==> src/rtl/fetch_decode_fifo_if.sv <==
// fetch_decode_fifo_if: valid/ready handshake bundle between the fetch unit,
// the fetch/decode elastic buffer and the decoder.
// The slave modport is the buffer itself; the master modport is the
// surrounding pipeline (fetch drives the f_* side, decode drives d_ready).
interface fetch_decode_fifo_if #(
  parameter int DATA_WIDTH = 32
);
  logic                  f_valid;
  logic                  f_ready;
  logic [DATA_WIDTH-1:0] f_instruction;
  logic [DATA_WIDTH-1:0] f_pc;
  logic                  d_valid;
  logic                  d_ready;
  logic [DATA_WIDTH-1:0] d_instruction;
  logic [DATA_WIDTH-1:0] d_pc;

  modport master (
    output f_valid, f_instruction, f_pc, d_ready,
    input  f_ready, d_valid, d_instruction, d_pc
  );

  modport slave (
    input  f_valid, f_instruction, f_pc, d_ready,
    output f_ready, d_valid, d_instruction, d_pc
  );
endinterface

==> src/rtl/fetch_decode_fifo.sv <==
// fetch_decode_fifo: DEPTH-entry elastic buffer of (instruction, pc) pairs
// between fetch and decode. Fetch can run ahead while decode is stalled;
// flush discards everything on a branch/jump redirect.
// Optional statistics counters are built only when the macro
// FETCH_DECODE_FIFO_STATS_EN is defined; otherwise the counter outputs are
// tied to zero and the port list is unchanged.
module fetch_decode_fifo #(
  parameter int DATA_WIDTH = 32,
  parameter int DEPTH      = 2,
  parameter int CNT_WIDTH  = 16
) (
  input  logic                         clk,
  input  logic                         rst_n,
  input  logic                         flush,
  input  logic                         stall,
  fetch_decode_fifo_if.slave           bus,
  output logic [$clog2(DEPTH+1)-1:0]   count,
  output logic [CNT_WIDTH-1:0]         stall_cycles,
  output logic [CNT_WIDTH-1:0]         flush_count
);

  localparam int PTR_WIDTH = $clog2(DEPTH);
  localparam int OCC_WIDTH = $clog2(DEPTH + 1);
  localparam logic [OCC_WIDTH-1:0] FULL_COUNT = OCC_WIDTH'(DEPTH);

  logic [DATA_WIDTH-1:0] instr_mem [DEPTH];
  logic [DATA_WIDTH-1:0] pc_mem    [DEPTH];
  logic [PTR_WIDTH-1:0]  wr_ptr;
  logic [PTR_WIDTH-1:0]  rd_ptr;
  logic [OCC_WIDTH-1:0]  occupancy;
  logic                  has_space;
  logic                  has_entry;
  logic                  head_valid;
  logic                  enq;
  logic                  deq;

  // Readiness depends only on occupancy so fetch never sees a combinational
  // path from its own valid or from decode's ready.
  assign has_space  = (occupancy != FULL_COUNT);
  assign has_entry  = (occupancy != '0);
  assign head_valid = has_entry && !stall;

  // A flushed cycle never stores the fetch entry; a dequeue during flush is
  // still a handshake from decode's point of view and decode drops it.
  assign enq = bus.f_valid && has_space && !flush;
  assign deq = head_valid && bus.d_ready;

  assign bus.f_ready       = has_space;
  assign bus.d_valid       = head_valid;
  assign bus.d_instruction = instr_mem[rd_ptr];
  assign bus.d_pc          = pc_mem[rd_ptr];
  assign count             = occupancy;

  // Storage array: cleared by reset, written at the tail on every accepted
  // enqueue. Flush leaves the contents alone, only the pointers move.
  always_ff @(posedge clk or negedge rst_n) begin
    if (!rst_n) begin
      for (int i = 0; i < DEPTH; i++) begin
        instr_mem[i] <= '0;
        pc_mem[i]    <= '0;
      end
    end else if (enq) begin
      instr_mem[wr_ptr] <= bus.f_instruction;
      pc_mem[wr_ptr]    <= bus.f_pc;
    end
  end

  // Pointer and occupancy bookkeeping; pointers wrap naturally because DEPTH
  // is a power of two, and flush snaps everything back to an empty buffer.
  always_ff @(posedge clk or negedge rst_n) begin
    if (!rst_n) begin
      wr_ptr    <= '0;
      rd_ptr    <= '0;
      occupancy <= '0;
    end else if (flush) begin
      wr_ptr    <= '0;
      rd_ptr    <= '0;
      occupancy <= '0;
    end else begin
      if (enq) begin
        wr_ptr <= wr_ptr + PTR_WIDTH'(1);
      end
      if (deq) begin
        rd_ptr <= rd_ptr + PTR_WIDTH'(1);
      end
      if (enq && !deq) begin
        occupancy <= occupancy + OCC_WIDTH'(1);
      end else if (!enq && deq) begin
        occupancy <= occupancy - OCC_WIDTH'(1);
      end
    end
  end

`ifdef FETCH_DECODE_FIFO_STATS_EN
  localparam logic [CNT_WIDTH-1:0] CNT_MAX = '1;

  // Saturating statistics: cycles decode was held with work waiting, and
  // cycles a redirect flushed the buffer. Only rst_n clears them.
  always_ff @(posedge clk or negedge rst_n) begin
    if (!rst_n) begin
      stall_cycles <= '0;
      flush_count  <= '0;
    end else begin
      if (stall && has_entry && (stall_cycles != CNT_MAX)) begin
        stall_cycles <= stall_cycles + CNT_WIDTH'(1);
      end
      if (flush && (flush_count != CNT_MAX)) begin
        flush_count <= flush_count + CNT_WIDTH'(1);
      end
    end
  end
`else
  assign stall_cycles = '0;
  assign flush_count  = '0;
`endif

endmodule

==> src/flat_wrapper.sv <==
// flat-port wrapper written by rule: the top's interface ports become plain ports
module fetch_decode_fifo_flat 
#(
  parameter int DATA_WIDTH = 32,
  parameter int DEPTH      = 2,
  parameter int CNT_WIDTH  = 16
)
  (clk, rst_n, flush, stall, count, stall_cycles, flush_count, bus_f_valid, bus_f_instruction, bus_f_pc, bus_d_ready, bus_f_ready, bus_d_valid, bus_d_instruction, bus_d_pc);
  fetch_decode_fifo_if #(.DATA_WIDTH(DATA_WIDTH)) bus_i ();
  input  logic clk;
  input  logic rst_n;
  input  logic flush;
  input  logic stall;
  output logic [$clog2(DEPTH+1)-1:0] count;
  output logic [CNT_WIDTH-1:0] stall_cycles;
  output logic [CNT_WIDTH-1:0] flush_count;
  input wire logic [$bits(bus_i.f_valid)-1:0] bus_f_valid;
  input wire logic [$bits(bus_i.f_instruction)-1:0] bus_f_instruction;
  input wire logic [$bits(bus_i.f_pc)-1:0] bus_f_pc;
  input wire logic [$bits(bus_i.d_ready)-1:0] bus_d_ready;
  output wire logic [$bits(bus_i.f_ready)-1:0] bus_f_ready;
  output wire logic [$bits(bus_i.d_valid)-1:0] bus_d_valid;
  output wire logic [$bits(bus_i.d_instruction)-1:0] bus_d_instruction;
  output wire logic [$bits(bus_i.d_pc)-1:0] bus_d_pc;
  assign bus_i.f_valid = bus_f_valid;
  assign bus_i.f_instruction = bus_f_instruction;
  assign bus_i.f_pc = bus_f_pc;
  assign bus_i.d_ready = bus_d_ready;
  assign bus_f_ready = bus_i.f_ready;
  assign bus_d_valid = bus_i.d_valid;
  assign bus_d_instruction = bus_i.d_instruction;
  assign bus_d_pc = bus_i.d_pc;
  fetch_decode_fifo #(.DATA_WIDTH(DATA_WIDTH), .DEPTH(DEPTH), .CNT_WIDTH(CNT_WIDTH)) u_core (.clk(clk), .rst_n(rst_n), .flush(flush), .stall(stall), .bus(bus_i), .count(count), .stall_cycles(stall_cycles), .flush_count(flush_count));
endmodule
==> config.mk <==
export PLATFORM = sky130hd
export DESIGN_NAME = fetch_decode_fifo_flat
export DESIGN_NICKNAME = d
export VERILOG_FILES = /design/src/rtl/fetch_decode_fifo_if.sv /design/src/rtl/fetch_decode_fifo.sv /design/src/flat_wrapper.sv
export SDC_FILE = /design/constraint.sdc
export NUM_CORES = 1
export LEC_CHECK = 0
export ABC_AREA = 1
export ABC_CLOCK_PERIOD_IN_PS = 2800
export CAP_MARGIN = 20
export CORE_MARGIN = 4
export CORE_UTILIZATION = 55
export DETAILED_ROUTE_END_ITERATION = 12
export DONT_BUFFER_PORTS = 1
export PLACE_DENSITY = 0.7
export SLEW_MARGIN = 30
export SYNTH_ARGS = -nofsm -noshare
export SYNTH_HDL_FRONTEND = slang
export SYNTH_SLANG_ARGS = --single-unit
==> constraint.sdc <==
create_clock -name clk -period 2.8 [get_ports clk]
set_input_delay 0.42 -clock clk [delete_from_list [all_inputs] [get_ports clk]]
set_output_delay 0.42 -clock clk [all_outputs]
set_load 0.03 [all_outputs]
Word level (Yosys, flattened, before mapping):

Cells that the tools add are included.

* bits in registers: 132
* latch bits: 0
* memory bits (writable): 0
* bits in read-only memories: 0
* output and inout bits: 100
* logic and storage cells: 49
* memories kept: 0

* add/sub/neg operators: 4
* multipliers: 0
* div/mod/pow operators: 0
* $lt $le $gt $ge: 3
* eq/ne operators: 1
* shifts and indexed selects: 0
* mux-type cells: 17
* bitwise gates (word level): 2
* reduce and logical (&&, ||, !) cells: 15

Operators with widths (count)
* 32-bit 2-to-1 mux: 7
* 64-bit bitwise mux: 2
* 32-bit demux with 1-bit select: 1
* 1-bit logical AND: 7
* 2-bit 2-to-1 mux: 3
* 2-bit nonzero test: 3
* 2-bit >= comparator (second input constant): 2
* 1-bit logical NOT: 4
* 1-bit 2-to-1 mux: 4
* 1-bit inverter with 2-bit output: 2
* 3-bit nonzero test: 1
* 1-bit adder (second input constant): 2
* 2-bit by 1-bit adder with 2-bit output (second input constant): 1
* 2-bit by 1-bit < comparator with 1-bit output (second input constant): 1
* 2-bit inequality test (second input constant): 1
* 2-bit by 1-bit subtractor with 2-bit output (second input constant): 1

Depth between registers and ports, before layout:

Gate-level depths: netlist (run 1).

* word-level depth: 8
* gate-level depth with buffers: 9
* depth with buffers taken out: 8

Worst setup path after synthesis (run 1):

Ideal clock, no wire load.

* path type: register -> output
* start: register u_core.rd_ptr
* end: output bus_d_instruction[0]
* data arrival time: 1.259 ns
* data required time: 2.380 ns
* setup slack: 1.121 ns
* stages on the path, launching flop included: 6
* cell sequence: dfrtp_1 inv_1 clkbuf_1 buf_1 nand2_1 nand2_1

* longest elaborated chain between the ends: 4

RTL lines
* from (decl): RTL line fetch_decode_fifo.sv:29 `logic [PTR_WIDTH-1:0] rd_ptr;`
* from (signal assigned): RTL line fetch_decode_fifo.sv:84 `rd_ptr <= rd_ptr + PTR_WIDTH'(1);`
* 1-bit inverter with 2-bit output (not written as such): RTL line fetch_decode_fifo.sv:50 `assign bus.d_instruction = instr_mem[rd_ptr];`
* 32-bit 2-to-1 mux (not written as such) (3 in series): RTL line fetch_decode_fifo.sv:50
* to (decl): RTL line flat_wrapper.sv:23 `output wire logic [$bits(bus_i.d_instruction)-1:0] bus_d_instruction;`

Every way passes these cells. The select of a mux whose other input is x is not followed.

Worst setup path in the final report (run 1):

* start: register u_core.rd_ptr
* end: output bus_d_instruction[12]

Same word-level chain as after synthesis.

==> flow_summary.ini, run 1 <==
[outcome]
run_status = finished with violations
failed_checks = negative hold slack

[drt]
totalWireLength_mm = 13.1
detail_route.iter0.violations = 469
detail_route.wl_per_cell_um = 14.7
via_per_inst = 5.08
detail-route-antenna-nets = 0
num_vias = 4535
drt_drc_violations_left = 0
drt_pass1_iterations = 5

[die]
starting_utilization_of_the_core_area_pct = 57.1
fp.dieArea_um2 = 13200
placementRows = 38
dieHeight_um = 115
die_w_um = 115
core_area_um2 = 11000
io_pins = 170

[placed_design]
rd_place_congestion = 0.809
dpl.hpwl_mm = 8.46
placed_cells = 862
pre_cts_ws_ns = 0.772
numPortBuffers = 0

[sta]
fin_crit_ns = 2.24
worstMarginPinSlew_ns = 0.751
fin_setup_tns_ns = 0
timing.final.hold_violations = 132
timing.hold.ws_ns = -0.295
fin_skew_ns = 0.00575
final_min_period_over_clock_period_pct = 79.9
finalSetupViolations = 0
slew_violations = 0
fmaxAchievable_mhz = 447
max_slew_margin_pct = 49.9
finalWorstSetupSlack_ns = 0.561
grt_setup_unrepaired = false

[global_routing]
grt_first_pass_wirelength_mm = 21.7
number_of_global_route_vias_before_repair = 4369
gr-usage-all-layers_pct = 20.8
grt_max_degree = 133
antenna_violations_before_repair = 0
globalRoute.totalOverflow = 0

[critical_path]
worst-endpoint-required_ns = 2.38
start_kind = register
critical_path.endpoint_type = output pin
worst_path_max_delay_cell = sky130_fd_sc_hd__buf_4
cp.arrival_ns = 1.82
timing.critical_path.mode_cell = sky130_fd_sc_hd__nand2_1
critPathMaxStageDelay_ns = 0.57
crit_path_cell_trace = buf_4 > nand2_1 > nand2_1
worst-setup-path-type = reg2out
critPathMaxFanout = 64
ff2ff_setup_slack_ns = 0.75

[clocking]
clock_latency_of_the_later_clocked_register_in_the_worst_skew_pair_ns = 0.41
htree_levels = 4
tritoncts = yes
tritoncts.num_buffers = 17
root_buffer = sky130_fd_sc_hd__clkbuf_16
cts_resized = 0
clock_tree.buffer_depth = 2
buffers_inserted_by_post_cts_timing_repair = 0
worst_setup_hold_path_clk_slew_ns = 0.05
tritoncts_num_sinks = 132

[logic_synthesis]
synth_area_per_cell_um2 = 8.35
sequential_share_of_the_synthesized_area_pct = 52.4
post_synth_num_cell_types = 20
synth.ff_latch_count = 132
post_synth_inst_count = 755
synth.cell_area_um2 = 6300
yosysWarnings = 0

[cells_and_area]
layout.cells.most_common_list = 330 x sky130_fd_sc_hd__nand2_1, 131 x sky130_fd_sc_hd__dfrtp_1, 69 x sky130_fd_sc_hd__inv_1
final_nets = 811
final_common_cell = sky130_fd_sc_hd__nand2_1
area_growth_pct = 7.33
fillerInstances = 958
layout.cells.non_filler = 892
insertedDiodeCount = 0
drive_above_1_share_pct = 13.4

[pwr]
p_per_area_nw_per_um2 = 1210
worst_ir_drop_vdd_mv = 0.590
power.leakage_uw = 0.00368
totalPowerFinal_uw = 8180

[flow_run]
drv_cap = 0

[worst_hold_path]
holdCritPathClass = in2async
[per-layer routing]
layer / share of wire (%) / vias up / track usage (%) / wire length, um
li1: - / 2234 / - / -
met1: 42 / 2112 / 26.6 / 5510
met2: 47 / 168 / 32.4 / 6190
met3: 8.9 / 21 / 7.63 / 1160
met4: 2.0 / 0 / 8.37 / 258
met5: 0 / - / 0 / 0
[per-stage QoR]
stage               utilization, %  area (um^2)
floorplan                        -         6420
global placement              56.2         6200
detailed placement            56.2         6200
CTS                           61.3         6760
global route                  61.3         6760
finish                        61.3         6760
[registers in the layout (all words and copies together), names as in the netlist]
| register | cells |
|---|---|
| u_core.instr_mem | 64 |
| u_core.pc_mem | 64 |
| u_core.count | 2 |
| u_core.rd_ptr | 1 |
| u_core.wr_ptr | 1 |
[layout make-up]
class                      instances  area (um^2)  area share, %
clock inverter                     4         45.0          0.666
sequential                       132         3300           48.9
timing repair buffer              10          138           2.03
clock buffer                      26          519           7.68
inverter                          71          267           3.94
tap                              140          175           2.59
multi-input combinational        509         2320           34.2
[cells in the mapped netlist]
master | instances | area share (%)
sky130_fd_sc_hd__a21oi_1 | 2 | 0.16
sky130_fd_sc_hd__buf_1 | 5 | 0.30
sky130_fd_sc_hd__buf_2 | 9 | 0.71
sky130_fd_sc_hd__buf_4 | 33 | 3.9
sky130_fd_sc_hd__buf_6 | 17 | 3.0
sky130_fd_sc_hd__clkbuf_1 | 10 | 0.60
sky130_fd_sc_hd__conb_1 | 1 | 0.060
sky130_fd_sc_hd__dfrtp_1 | 132 | 52
sky130_fd_sc_hd__inv_1 | 70 | 4.2
sky130_fd_sc_hd__inv_2 | 1 | 0.060
sky130_fd_sc_hd__nand2_1 | 331 | 20
sky130_fd_sc_hd__nand2_2 | 2 | 0.20
sky130_fd_sc_hd__nand3_1 | 7 | 0.56
sky130_fd_sc_hd__nand3_2 | 1 | 0.16
sky130_fd_sc_hd__nor2_1 | 3 | 0.18
sky130_fd_sc_hd__nor2_2 | 1 | 0.099
sky130_fd_sc_hd__o21ai_0 | 22 | 1.7
sky130_fd_sc_hd__o21ai_1 | 52 | 4.1
sky130_fd_sc_hd__o21ai_2 | 55 | 7.6
sky130_fd_sc_hd__or2_4 | 1 | 0.14
[final timing paths]
check	cells after the start	end	from
max	3	bus_d_instruction[12]	u_core.rd_ptr
min	0	u_core.pc_mem[27]	rst_n
max reg2reg	7	u_core.pc_mem[0]	u_core.count[1]
min reg2reg	2	u_core.instr_mem[56]	u_core.instr_mem[56]
max in group asynchronous	0	u_core.pc_mem[7]	rst_n
min in group clk	2	u_core.pc_mem[41]	bus_f_pc[9]
[power breakdown]
group          switching, uW  internal, uW
registers                490          2780
clock network            758          1350
logic                   2080           718
[worst max-delay path, delay by kind of cell, from the launching register on]
family,cells,cell delay (ns)
simple gates,2,0.43
buf+inv,1,0.57
flops,1,0.36
[kinds of logic after synthesis]
family	after synthesis	synth area share (%)
AND/OR/NAND/NOR	346	21.0
flip-flops	132	52.4
AO/OA/AOI/OAI	131	13.7
other	1	0.0595
buffers and inverters	145	12.8
(Power assumes the default switching activity.)
==> run 2, diff against run 1 <==
- ABC_AREA: 1 -> 0
- ABC_CLOCK_PERIOD_IN_PS: 2800 -> 1820
- PLACE_DENSITY: 0.7 -> 0.73
- clock period: 2.8 -> 1.82 ns (I/O delays scaled with it)
==> run 2 against run 1 <==
Net effect:
- the run ends with negative hold slack, negative setup slack left
- cell area increased by 15%
- via count shrank 25%
- synthesized cell count fell by 47%
- largest power group unchanged
- clock power grew 68%
- core utilization grew 12 points
- worst setup slack worse by 0.65 ns
- routed wire length is 3.0% lower
==> flow_summary.ini, run 2 <==
[sta]
fin_skew_ns = 0.00619
slew_violations = 0
timing.hold.ws_ns = -0.548
final_min_period_over_clock_period_pct = 105
fmaxAchievable_mhz = 524
fin_setup_tns_ns = -4.75
grt_setup_unrepaired = true
fin_crit_ns = 1.91
finalSetupViolations = 64
finalWorstSetupSlack_ns = -0.0885
timing.final.hold_violations = 132

[worst_hold_path]
holdCritPathClass = in2async

[die]
dieHeight_um = 113
placementRows = 37
core_area_um2 = 10500
starting_utilization_of_the_core_area_pct = 57.4
io_pins = 170
die_w_um = 113
fp.dieArea_um2 = 12700

[outcome]
failed_checks = negative hold slack, negative setup slack
run_status = finished with violations

[pwr]
power.leakage_uw = 0.00344
sw_frac_of_total_pct = 29.2
p_per_area_nw_per_um2 = 1320
power.sequential.fraction_pct = 40.0
pwr-share-comb_pct = 25.4
totalPowerFinal_uw = 10200
pwr-share-clk_pct = 34.6
worst_ir_drop_vdd_mv = 0.667
p_int_uw = 7250
p_switching_uw = 2990

[global_routing]
grt_first_pass_wirelength_mm = 20.8
antenna_violations_before_repair = 0
globalRoute.totalOverflow = 0
gr-usage-all-layers_pct = 20.8
number_of_global_route_vias_before_repair = 3919
grt_max_degree = 133

[placed_design]
placed_cells = 527
numPortBuffers = 0
rd_place_congestion = 0.744
dpl.hpwl_mm = 7.53
pre_cts_ws_ns = 0.143

[cells_and_area]
fin_util_pct = 73.7
final_nets = 552
final_common_cell = sky130_fd_sc_hd__dfrtp_1
area_growth_pct = 28.3
insertedDiodeCount = 0
layout.cells.most_common_list = 129 x sky130_fd_sc_hd__dfrtp_1, 68 x sky130_fd_sc_hd__mux2_2, 67 x sky130_fd_sc_hd__dlygate4sd3_1
fillerInstances = 644
drive_above_1_share_pct = 37.4
layout.cells.non_filler = 630

[logic_synthesis]
synth_area_leader_cell = sky130_fd_sc_hd__dfrtp_1
synth.cell_area_um2 = 6030
sequential_share_of_the_synthesized_area_pct = 54.7
synth.top_cell.area_share_pct = 54.7
post_synth_inst_count = 402
yosysWarnings = 0
top_cells_by_area_in_the_synthesized_netlist = sky130_fd_sc_hd__dfrtp_1 55%, sky130_fd_sc_hd__mux2_2 25%, sky130_fd_sc_hd__mux2_1 11%
post_synth_most_frequent_cells = 132 x sky130_fd_sc_hd__dfrtp_1, 132 x sky130_fd_sc_hd__mux2_2, 60 x sky130_fd_sc_hd__mux2_1
synth.ff_latch_count = 132
share_of_synthesized_registers_carrying_an_async_set_or_reset_pct = 100
synth_edf_count = 0
synth_area_per_cell_um2 = 15.0
ys_dominant_reg_cell = sky130_fd_sc_hd__dfrtp_1
post_synth_num_cell_types = 24

[critical_path]
worst-setup-path-type = reg2out
worst_path_max_delay_cell = sky130_fd_sc_hd__dfrtp_2
critPathMaxFanout = 11
start_kind = register
cp.buffers_inverters = 2
critical_path.endpoint_type = output pin
cp.arrival_ns = 1.64
crit_path_cell_trace = buf_12 > buf_16 > mux2_4
worst-endpoint-required_ns = 1.55
critPathMaxStageDelay_ns = 0.42
cp_top_family = flip-flops

[drt]
detail_route.wl_per_cell_um = 20.2
totalWireLength_mm = 12.7
detail-route-antenna-nets = 0
via_per_inst = 5.41
detail_route.iter0.violations = 151
drt_pass1_iterations = 4
drt_drc_violations_left = 0
num_vias = 3410

[clocking]
post_cts_hold_buffer_count = 67
tritoncts.num_buffers = 17
tritoncts = yes
clock_latency_of_the_later_clocked_register_in_the_worst_skew_pair_ns = 0.51
worst_setup_hold_path_clk_slew_ns = 0.06
clock_tree.buffer_depth = 2
tritoncts_num_sinks = 132
htree_levels = 4
root_buffer = sky130_fd_sc_hd__clkbuf_8

[flow_run]
drv_cap = 0
[run 2: cell types whose count changed after synthesis, sizes merged, moves of 2 or more]
cell and change:
nand2 -332, nor2 -3, nor2b +2, inv -67, mux2 +192, clkbuf -3, or3 +2, buf -19
nand3 -7, o21ai -126
[run 2: final timing paths]
path	cells after the start	to	slack [ns]	from
worst max-delay path	3	bus_d_pc[1]	-0.09	u_core.rd_ptr
worst min-delay path	0	u_core.instr_mem[9]	-0.55	rst_n
worst max register to register	5	u_core.instr_mem[19]	0.14	u_core.count[0]
worst min register to register	1	u_core.pc_mem[34]	0.48	u_core.pc_mem[34]
max in group asynchronous	0	u_core.count[1]	2.13	rst_n
min in group clk	3	u_core.wr_ptr	0.06	bus_f_valid
[run 2: repair_timing]
| item | in CTS | in global routing |
|---|---|---|
| setup buffers | 2 | 0 |
| endpoints found under the hold margin | 264 | 132 |
| gates resized for setup | 69 | 2 |
| setup endpoints to repair | 64 | 65 |
| gates cloned | 3 | 0 |
[run 2: logic make-up (layout without fill, tap and decap cells)]
| logic type | count (synthesis) | after routing | synth area share, % |
|---|---|---|---|
| AO/OA/AOI/OAI | 10 | 10 | 0.975 |
| buffers and inverters | 56 | 117 | 7.03 |
| flip-flops | 132 | 132 | 54.7 |
| multiplexers | 192 | 192 | 35.8 |
| other | 1 | 32 | 0.0621 |
| AND/OR/NAND/NOR | 11 | 11 | 1.37 |
[run 2: area by class of cell]
type / instances / area (um^2) / share of cell area [%]
clock buffer: 22 / 473 / 6.11
sequential: 132 / 3310 / 42.7
tap: 136 / 170 / 2.20
timing repair buffer: 82 / 955 / 12.3
inverter: 4 / 15.0 / 0.194
multi-input combinational: 245 / 2680 / 34.5
clock inverter: 9 / 150 / 1.94
[run 2: power groups by stage]
stage | sequential (uW) | combinational [uW] | clock (uW)
after floorplan | 3960 | 2010 | 0
after global placement | 4020 | 2130 | 0
after detailed placement | 4080 | 2190 | 0
after CTS | 4060 | 2610 | 3620
after global routing | 4190 | 2740 | 3770
final | 4090 | 2600 | 3540
[run 2: stage by stage]
stage          area [um^2]  hold slack, ns
2_1_floorplan         6160         -0.0226
3_3_place_gp          6090         -0.0188
3_5_place_dp          6090         -0.0190
4_1_cts               7740          -0.575
5_1_grt               7740          -0.579
6_report              7740          -0.548
[run 2: layer usage]
layer / GRT usage, % / part of all wire (%) / up-vias
met5: 0 / 0 / -
met4: 7.21 / 1.7 / 0
met3: 7.22 / 7.9 / 17
met2: 35.9 / 52 / 130
met1: 24.3 / 38 / 1739
li1: - / - / 1524
